## src/rtl/seq_player_if.sv

```systemverilog
// seq_player_if: playback control, pattern memory read port and LED bus.
// SEQ_PLAYER_ABORT_EN adds the abort request line.
interface seq_player_if #(
   parameter int unsigned DEPTH_BITS = 5,
   parameter int unsigned COLOR_BITS = 2
);
   logic                         start;
   logic [DEPTH_BITS:0]          length;
   logic [DEPTH_BITS-1:0]        rd_addr;
   logic [COLOR_BITS-1:0]        rd_data;
   logic [(2**COLOR_BITS)-1:0]   led;
   logic [DEPTH_BITS-1:0]        step;
   logic                         busy;
   logic                         done;
`ifdef SEQ_PLAYER_ABORT_EN
   logic                         abort;

   modport master (
      output start, length, rd_data, abort,
      input  rd_addr, led, step, busy, done
   );
   modport slave (
      input  start, length, rd_data, abort,
      output rd_addr, led, step, busy, done
   );
`else
   modport master (
      output start, length, rd_data,
      input  rd_addr, led, step, busy, done
   );
   modport slave (
      input  start, length, rd_data,
      output rd_addr, led, step, busy, done
   );
`endif
endinterface

```

## src/rtl/seq_player.sv

```systemverilog
// seq_player: plays a stored colour sequence on one-hot LEDs, ON_CYCLES lit then
// OFF_CYCLES dark per step. Optional feature macro: SEQ_PLAYER_ABORT_EN (abort input).
module seq_player #(
   parameter int unsigned DEPTH_BITS = 5,
   parameter int unsigned COLOR_BITS = 2,
   parameter int unsigned CNT_WIDTH  = 26,
   parameter int unsigned ON_CYCLES  = 25000000,
   parameter int unsigned OFF_CYCLES = 12500000
) (
   input  logic           clk,
   input  logic           clr,
   seq_player_if.slave    bus
);
   localparam int unsigned LED_W = 2**COLOR_BITS;
   localparam logic [DEPTH_BITS:0] MAX_LEN = (DEPTH_BITS+1)'(2**DEPTH_BITS);
   localparam logic [CNT_WIDTH-1:0] ON_LAST  = CNT_WIDTH'(ON_CYCLES - 1);
   localparam logic [CNT_WIDTH-1:0] OFF_LAST = CNT_WIDTH'(OFF_CYCLES - 1);

   typedef enum logic [2:0] {StIdle, StFetch, StOn, StOff, StDone} state_t;

   state_t                state_q;
   logic [CNT_WIDTH-1:0]  counter_q;
   logic [DEPTH_BITS:0]   len_q;
   logic [DEPTH_BITS-1:0] step_q;
   logic [LED_W-1:0]      led_q;
   logic                  busy_q;
   logic                  done_q;

   logic [DEPTH_BITS:0]   len_in;
   logic                  last_step;
   logic                  abort_req;

   // Clamp requested length to memory depth; detect final step of the run.
   always_comb begin
      len_in    = (bus.length > MAX_LEN) ? MAX_LEN : bus.length;
      last_step = ({1'b0, step_q} == (len_q - 1'b1));
`ifdef SEQ_PLAYER_ABORT_EN
      abort_req = bus.abort;
`else
      abort_req = 1'b0;
`endif
   end

   // Playback FSM; all outputs are registered here.
   always_ff @(posedge clk or posedge clr) begin
      if (clr) begin
         state_q   <= StIdle;
         counter_q <= '0;
         len_q     <= '0;
         step_q    <= '0;
         led_q     <= '0;
         busy_q    <= 1'b0;
         done_q    <= 1'b0;
      end else begin
         done_q <= 1'b0;
         if (abort_req && (state_q inside {StFetch, StOn, StOff})) begin
            // Abort wins over counter expiry.
            led_q     <= '0;
            counter_q <= '0;
            busy_q    <= 1'b0;
            done_q    <= 1'b1;
            state_q   <= StDone;
         end else begin
            case (state_q)
               StIdle: begin
                  if (bus.start) begin
                     len_q     <= len_in;
                     step_q    <= '0;
                     counter_q <= '0;
                     if (len_in == '0) begin
                        done_q  <= 1'b1;
                        state_q <= StDone;
                     end else begin
                        busy_q  <= 1'b1;
                        state_q <= StFetch;
                     end
                  end
               end
               StFetch: begin
                  // rd_addr has been stable on step_q for this whole cycle.
                  led_q     <= LED_W'(1) << bus.rd_data;
                  counter_q <= '0;
                  state_q   <= StOn;
               end
               StOn: begin
                  if (counter_q == ON_LAST) begin
                     led_q     <= '0;
                     counter_q <= '0;
                     state_q   <= StOff;
                  end else begin
                     counter_q <= counter_q + 1'b1;
                  end
               end
               StOff: begin
                  if (counter_q == OFF_LAST) begin
                     counter_q <= '0;
                     if (last_step) begin
                        busy_q  <= 1'b0;
                        done_q  <= 1'b1;
                        state_q <= StDone;
                     end else begin
                        step_q  <= step_q + 1'b1;
                        state_q <= StFetch;
                     end
                  end else begin
                     counter_q <= counter_q + 1'b1;
                  end
               end
               StDone: begin
                  state_q <= StIdle;
               end
               default: begin
                  state_q <= StIdle;
               end
            endcase
         end
      end
   end

   assign bus.led     = led_q;
   assign bus.rd_addr = step_q;
   assign bus.step    = step_q;
   assign bus.busy    = busy_q;
   assign bus.done    = done_q;
endmodule

```

## src/flat_wrapper.sv

```systemverilog
// flat-port wrapper written by rule: the top's interface ports become plain ports
module seq_player_flat 
#(
   parameter int unsigned DEPTH_BITS = 5,
   parameter int unsigned COLOR_BITS = 2,
   parameter int unsigned CNT_WIDTH  = 26,
   parameter int unsigned ON_CYCLES  = 25000000,
   parameter int unsigned OFF_CYCLES = 12500000
)
  (clk, clr, bus_start, bus_length, bus_rd_data, bus_rd_addr, bus_led, bus_step, bus_busy, bus_done);
  seq_player_if #(.DEPTH_BITS(DEPTH_BITS), .COLOR_BITS(COLOR_BITS)) bus_i ();
  input  logic clk;
  input  logic clr;
  input wire logic [$bits(bus_i.start)-1:0] bus_start;
  input wire logic [$bits(bus_i.length)-1:0] bus_length;
  input wire logic [$bits(bus_i.rd_data)-1:0] bus_rd_data;
  output wire logic [$bits(bus_i.rd_addr)-1:0] bus_rd_addr;
  output wire logic [$bits(bus_i.led)-1:0] bus_led;
  output wire logic [$bits(bus_i.step)-1:0] bus_step;
  output wire logic [$bits(bus_i.busy)-1:0] bus_busy;
  output wire logic [$bits(bus_i.done)-1:0] bus_done;
  assign bus_i.start = bus_start;
  assign bus_i.length = bus_length;
  assign bus_i.rd_data = bus_rd_data;
  assign bus_rd_addr = bus_i.rd_addr;
  assign bus_led = bus_i.led;
  assign bus_step = bus_i.step;
  assign bus_busy = bus_i.busy;
  assign bus_done = bus_i.done;
  seq_player #(.DEPTH_BITS(DEPTH_BITS), .COLOR_BITS(COLOR_BITS), .CNT_WIDTH(CNT_WIDTH), .ON_CYCLES(ON_CYCLES), .OFF_CYCLES(OFF_CYCLES)) u_core (.clk(clk), .clr(clr), .bus(bus_i));
endmodule
```

## config.mk

```make
export PLATFORM = sky130hd
export DESIGN_NAME = seq_player_flat
export DESIGN_NICKNAME = d
export VERILOG_FILES = /design/src/rtl/seq_player_if.sv /design/src/rtl/seq_player.sv /design/src/flat_wrapper.sv
export SDC_FILE = /design/constraint.sdc
export NUM_CORES = 1
export LEC_CHECK = 0
export ABC_CLOCK_PERIOD_IN_PS = 4900
export BUFFER_PORTS_ARGS = -buffer_cell sky130_fd_sc_hd__buf_4
export CORE_MARGIN = 10
export CORE_UTILIZATION = 50
export CTS_BUF_LIST = sky130_fd_sc_hd__clkbuf_8
export CTS_CLUSTER_SIZE = 10
export DETAILED_ROUTE_END_ITERATION = 6
export PLACE_DENSITY = 0.8
export SLEW_MARGIN = 15
export SYNTH_ARGS = -nofsm -noshare
export SYNTH_HDL_FRONTEND = slang
export SYNTH_SLANG_ARGS = --single-unit
```

## constraint.sdc

```tcl
create_clock -name clk -period 4.9 [get_ports clk]
set_input_delay 0.49 -clock clk [delete_from_list [all_inputs] [get_ports clk]]
set_output_delay 0.49 -clock clk [all_outputs]
set_load 0.05 [all_outputs]
```

Yosys cells after proc, flatten, opt, wreduce, memory -nomap -nowiden:

Cells that the tools add are included.

* input port bits: 11
* word-level logic and storage cells: 62
* flip-flop bits (word level): 46
* output and inout bits: 16

* mux-type cells: 27
* shifts and indexed selects: 1
* reduce and logical (&&, ||, !) cells: 11
* magnitude comparators: 1
* $add $sub $neg: 3
* equal/unequal tests: 12

Operators with widths (number)
* one-hot mux 26 bit (4 select lines): 1
* 2-to-1 mux 26 bit: 3
* adder 26 x 1 -> 26 bit, second input constant: 1
* equality test 26 x 24 -> 1 bit, second input constant: 1
* equality test 26 x 25 -> 1 bit, second input constant: 1
* 2-to-1 mux 3 bit: 5
* 2-to-1 mux 5 bit: 3
* one-hot mux 3 bit (4 select lines): 1
* inequality test 2 bit, second input constant: 5
* one-hot mux 5 bit (2 select lines): 1
* 2-to-1 mux 1 bit: 8
* one-hot mux 4 bit (2 select lines): 1
* equality test 3 x 2 -> 1 bit, second input constant: 2
* equality test 5 x 6 -> 1 bit: 1
* > comparator 6 bit, second input constant: 1
* zero test 6 bit: 1
* 2-to-1 mux 6 bit: 1
* AND reduction 2 bit: 3
* subtractor 6 x 1 -> 6 bit, second input constant: 1
* adder 5 x 1 -> 5 bit, second input constant: 1
* AND reduction 5 bit: 1
* 2-to-1 mux 4 bit: 1
* one-hot mux 1 bit (2 select lines): 2
* AND reduction 4 bit: 1
* 7 further kinds: 8

Logic depth before layout (Yosys ltp):

* depth in word-level cells: 6
* depth in mapped cells: 8

Least setup slack after synthesis:

OpenSTA, ideal clock, no wires.

* path kind: flip-flop to flip-flop
* start point: register u_core.step_q[2] (netlist: u_core.bus.rd_addr[2])
* end point: register u_core.busy_q (netlist: u_core.bus.busy)
* path buffers: 1
* data arrival time: 1771 ps
* period minus slack after synthesis: 1893 ps
* slack: 3007 ps
* stages on the path, launching flop included: 8
* path through: dfrtp_1 > buf_2 > xnor2_1 > a21o_1 > o21ai_0 > nand3_1 > nand2b_1 > a22o_1

* longest elaborated chain between the ends: 3

RTL lines
* from (decl): RTL line seq_player.sv:24 `logic [DEPTH_BITS-1:0] step_q;`
* from (signal assigned): RTL line seq_player.sv:102 `step_q <= step_q + 1'b1;`
* equality test 5 x 6 -> 1 bit: RTL line seq_player.sv:36 `last_step = ({1'b0, step_q} == (len_q - 1'b1));`
* inequality test 2 x 1 -> 1 bit (no line)
* AND reduction 5 bit (no line)
* to (signal assigned): RTL line seq_player.sv:52 `busy_q <= 1'b0;`
* to (signal assigned): RTL line seq_player.sv:60 `busy_q <= 1'b0;`
* to (signal assigned): RTL line seq_player.sv:74 `busy_q <= 1'b1;`
* to (decl): RTL line seq_player.sv:26 `logic busy_q;`

No other way between the ends.
A chain may end at the register's enable or synchronous reset.

Worst setup path after layout:

* start point: register u_core.counter_q[22]
* end point: register u_core.counter_q[23]

* longest elaborated chain between the ends: 3
* elaborated cells on any way between the ends: 6

RTL lines
* from (decl): RTL line seq_player.sv:22 `logic [CNT_WIDTH-1:0] counter_q;`
* from (signal assigned): RTL line seq_player.sv:91 `counter_q <= counter_q + 1'b1;`
* from (signal assigned): RTL line seq_player.sv:106 `counter_q <= counter_q + 1'b1;`
* adder 26 x 1 -> 26 bit, or another cell as far along: RTL line seq_player.sv:91, seq_player.sv:106
* 2-to-1 mux 26 bit (on tied branches): RTL line seq_player.sv:95, seq_player.sv:86
* one-hot mux 26 bit (4 select lines) *: RTL line seq_player.sv:64 `case (state_q)`

Mark *: on every way between the ends. The rest lies on a longest branch, timed or not.

==> results.yml <==
setup_path:
  crit_required_ps: 5070
  critPathKind: "flop to flop"
  worst_ep_arrival_time_ps: 2410
  r2r_slack_ps: 2660
  r2r-start: "u_core.counter_q[22]"
  critPathLaunchType: "flop"
  cp-end-kind: "flop"
  path_max_fanout: 18
  reg2regPathDepth: 6
  worstReg2RegEnd: "u_core.counter_q[23]"
logic_synthesis:
  ys_ff_latch: 46
  postSynthCellCount: 284
  synth_area_per_cell_um2: 9.18
  yosys_most_used_dff: "dfrtp_1"
  synth_edf_count: 0
  synth-async-reset-ratio_pct: 100
  yosysSeqAreaShare_pct: 44.2
  ys_warn_count: 0
  synth.net_count: 298
  ys_types: 50
  synth_area_um2: 2610
timing:
  fin_skew_ps: 12.4
  tns_ps: 0
  fmax_ghz: 0.447
  fin_crit_sh_pct: 45.6
  maxSlewHeadroom_pct: 37.1
  min_period_ps: 2240
  worstMarginPinSlew_ps: 942
  setup_violations: 0
  rsz0062_at_grt: "false"
  drv_slew: 0
  final_hold_viol_count: 0
final_layout:
  antenna_cells: 0
  stdcell_area_um2: 2930
  layout-drive-gt1-share_pct: 15.0
  n_fill_cell: 454
  areaGrowthSynthToFinish_pct: 12.2
  nets: 320
  layout_commonest_cell: "dfrtp_1"
  final_cell_mix: "dfrtp_1 (46), nor2_1 (30), nand2_1 (30)"
worst_hold_path:
  whs_endpoint: "u_core.bus.led[2]"
  holdPathStages: 2
  hp-class: "primary input to flop"
  hp-start: "bus_rd_data[0]"
route:
  drt_iter0_drc: 141
  wl_per_cell_um: 15.0
  finalWirelength_um: 5670
  drcViolationCount: 0
  num_vias: 2134
  firstDrtPassIters: 4
  ant_nets: 0
  vias_per_cell: 5.66
pwr:
  clockPowerShare_pct: 21.8
  netSwitchingPower_uw: 488
  p_leak_uw: 0.00130
  seq_power_share_pct: 41.3
  switching_share_pct: 39.2
  pwr-share-comb_pct: 36.9
  vdd_drop_max_mv: 0.162
  power.internal_uw: 756
  pwr_density_cell_nw_per_um2: 425
floorplan:
  fp-row-count: 26
  boundaryPins: 27
  core_um2: 5070
  fp.dieW_um: 92.2
  die_area_um2: 8500
  initial_core_util_pct: 51.4
  die_h_um: 92.2
clock_tree:
  htreeDepth: 2
  hold_buffers: 0
  clock_latency_ps: 300
  cts_buffers: 5
  cts_root_buf: "clkbuf_8"
  post_cts_resized: 0
  clock-sinks: 46
  post_cts_buffers: 0
  clk_pin_slew_ps: 90
  clk_path_buf_depth: 2
  tritoncts: "yes"
global_route:
  grt_use_total_pct: 13.9
  antenna_found_initial: 0
  grt_first_pass_wirelength_um: 9790
  grt_pass1_vias: 2038
  grt_max_degree: 47
  overflow: 0
outcome:
  status: "completed"
flow_run:
  max_cap_viol_count: 0
placement:
  gp_congestion: 0.924
  dp_hpwl_um: 4170
  post_dp_cell_area_um2: 2820
  io_buffers: 26
==> registers in the layout (all words and copies together), names as in the netlist <==
signal	count
u_core.bus.led	4
u_core.bus.rd_addr	5
u_core.bus.done	1
u_core.counter_q	26
u_core.state_q	3
u_core.bus.busy	1
u_core.len_q	6
==> worst max-delay path, stage by stage (launching register included) <==
cell,delay [ps]
dfrtp_1,440
nor4bb_1,420
nand3_1,220
o21ai_2,270
nand2_2,260
nor2_4,400
nor2_1,100
==> per-stage QoR <==
step	setup slack, ps	hold slack (ps)	utilization, %	cells	power, uW
3_3_place_gp	2730	460	55.5	369	963
6_report	2660	388	57.6	377	1240
3_5_place_dp	2650	465	55.5	369	982
4_1_cts	2660	383	57.6	377	1260
2_1_floorplan	3010	465	-	284	879
5_1_grt	2420	393	57.6	377	1340
==> cells by family after synthesis <==
logic type	synth area share, %
compound gates	11.6
fa+ha+maj	1.44
xor+xnor	7.06
flops	44.2
simple gates	30.1
buf+inv	4.13
mux	1.54
==> cell usage after synthesis, types with 3 or more instances <==
master	count	share of area (%)
a21oi_1	10	1.9
a31oi_1	7	1.7
and3_1	6	1.4
and4_1	3	1.0
buf_4	7	2.0
dfrtp_1	46	44
ha_1	3	1.4
inv_1	10	1.4
mux2i_1	4	1.5
nand2_1	30	4.3
nand2b_1	8	1.9
nand3_1	21	4.0
nand3b_1	4	1.2
nand4_1	6	1.4
nand4b_1	3	1.0
nor2_1	30	4.3
nor3_1	6	1.2
nor4bb_1	4	1.5
o21ai_0	16	3.1
o21ai_1	3	0.58
xnor2_1	9	3.0
xor2_1	12	4.0
==> worst max path at each step <==
stage	from	end	slack, ps	cells past startpoint
after global placement	u_core.counter_q[0]	u_core.counter_q[21]	2730	7
final	u_core.counter_q[22]	u_core.counter_q[23]	2660	6
after detailed placement	u_core.counter_q[0]	u_core.counter_q[12]	2650	7
after floorplan	u_core.bus.rd_addr[2]	u_core.bus.busy	3010	7
after CTS	u_core.counter_q[0]	u_core.counter_q[12]	2660	7
after global routing	u_core.counter_q[0]	u_core.counter_q[16]	2420	7
==> routing by layer <==
layer / vias up / share of wire [%] / GRT usage [%]
met5: - / 0 / 0
met4: 0 / 1.2 / 4.88
met3: 7 / 5.6 / 3.91
met1: 1016 / 45 / 17.6
met2: 57 / 48 / 21.9
li1: 1054 / - / -
==> power groups by stage <==
stage / Sequential (uW) / Combinational [uW] / Clock [uW]
final: 514 / 459 / 271
after CTS: 513 / 464 / 279
after floorplan: 546 / 333 / 0
after global placement: 516 / 446 / 0
after global routing: 524 / 519 / 296
after detailed placement: 520 / 462 / 0
==> cell type report <==
class / instances / area, um2 / share of cell area [%]
clock inverter: 3 / 37.5 / 1.28
timing repair buffer: 26 / 195 / 6.67
sequential: 46 / 1150 / 39.3
inverter: 10 / 37.5 / 1.28
clock buffer: 5 / 68.8 / 2.35
multi-input combinational: 217 / 1350 / 46.1
tap: 70 / 87.6 / 2.99
Note: power is estimated with default switching activity, not from simulation.
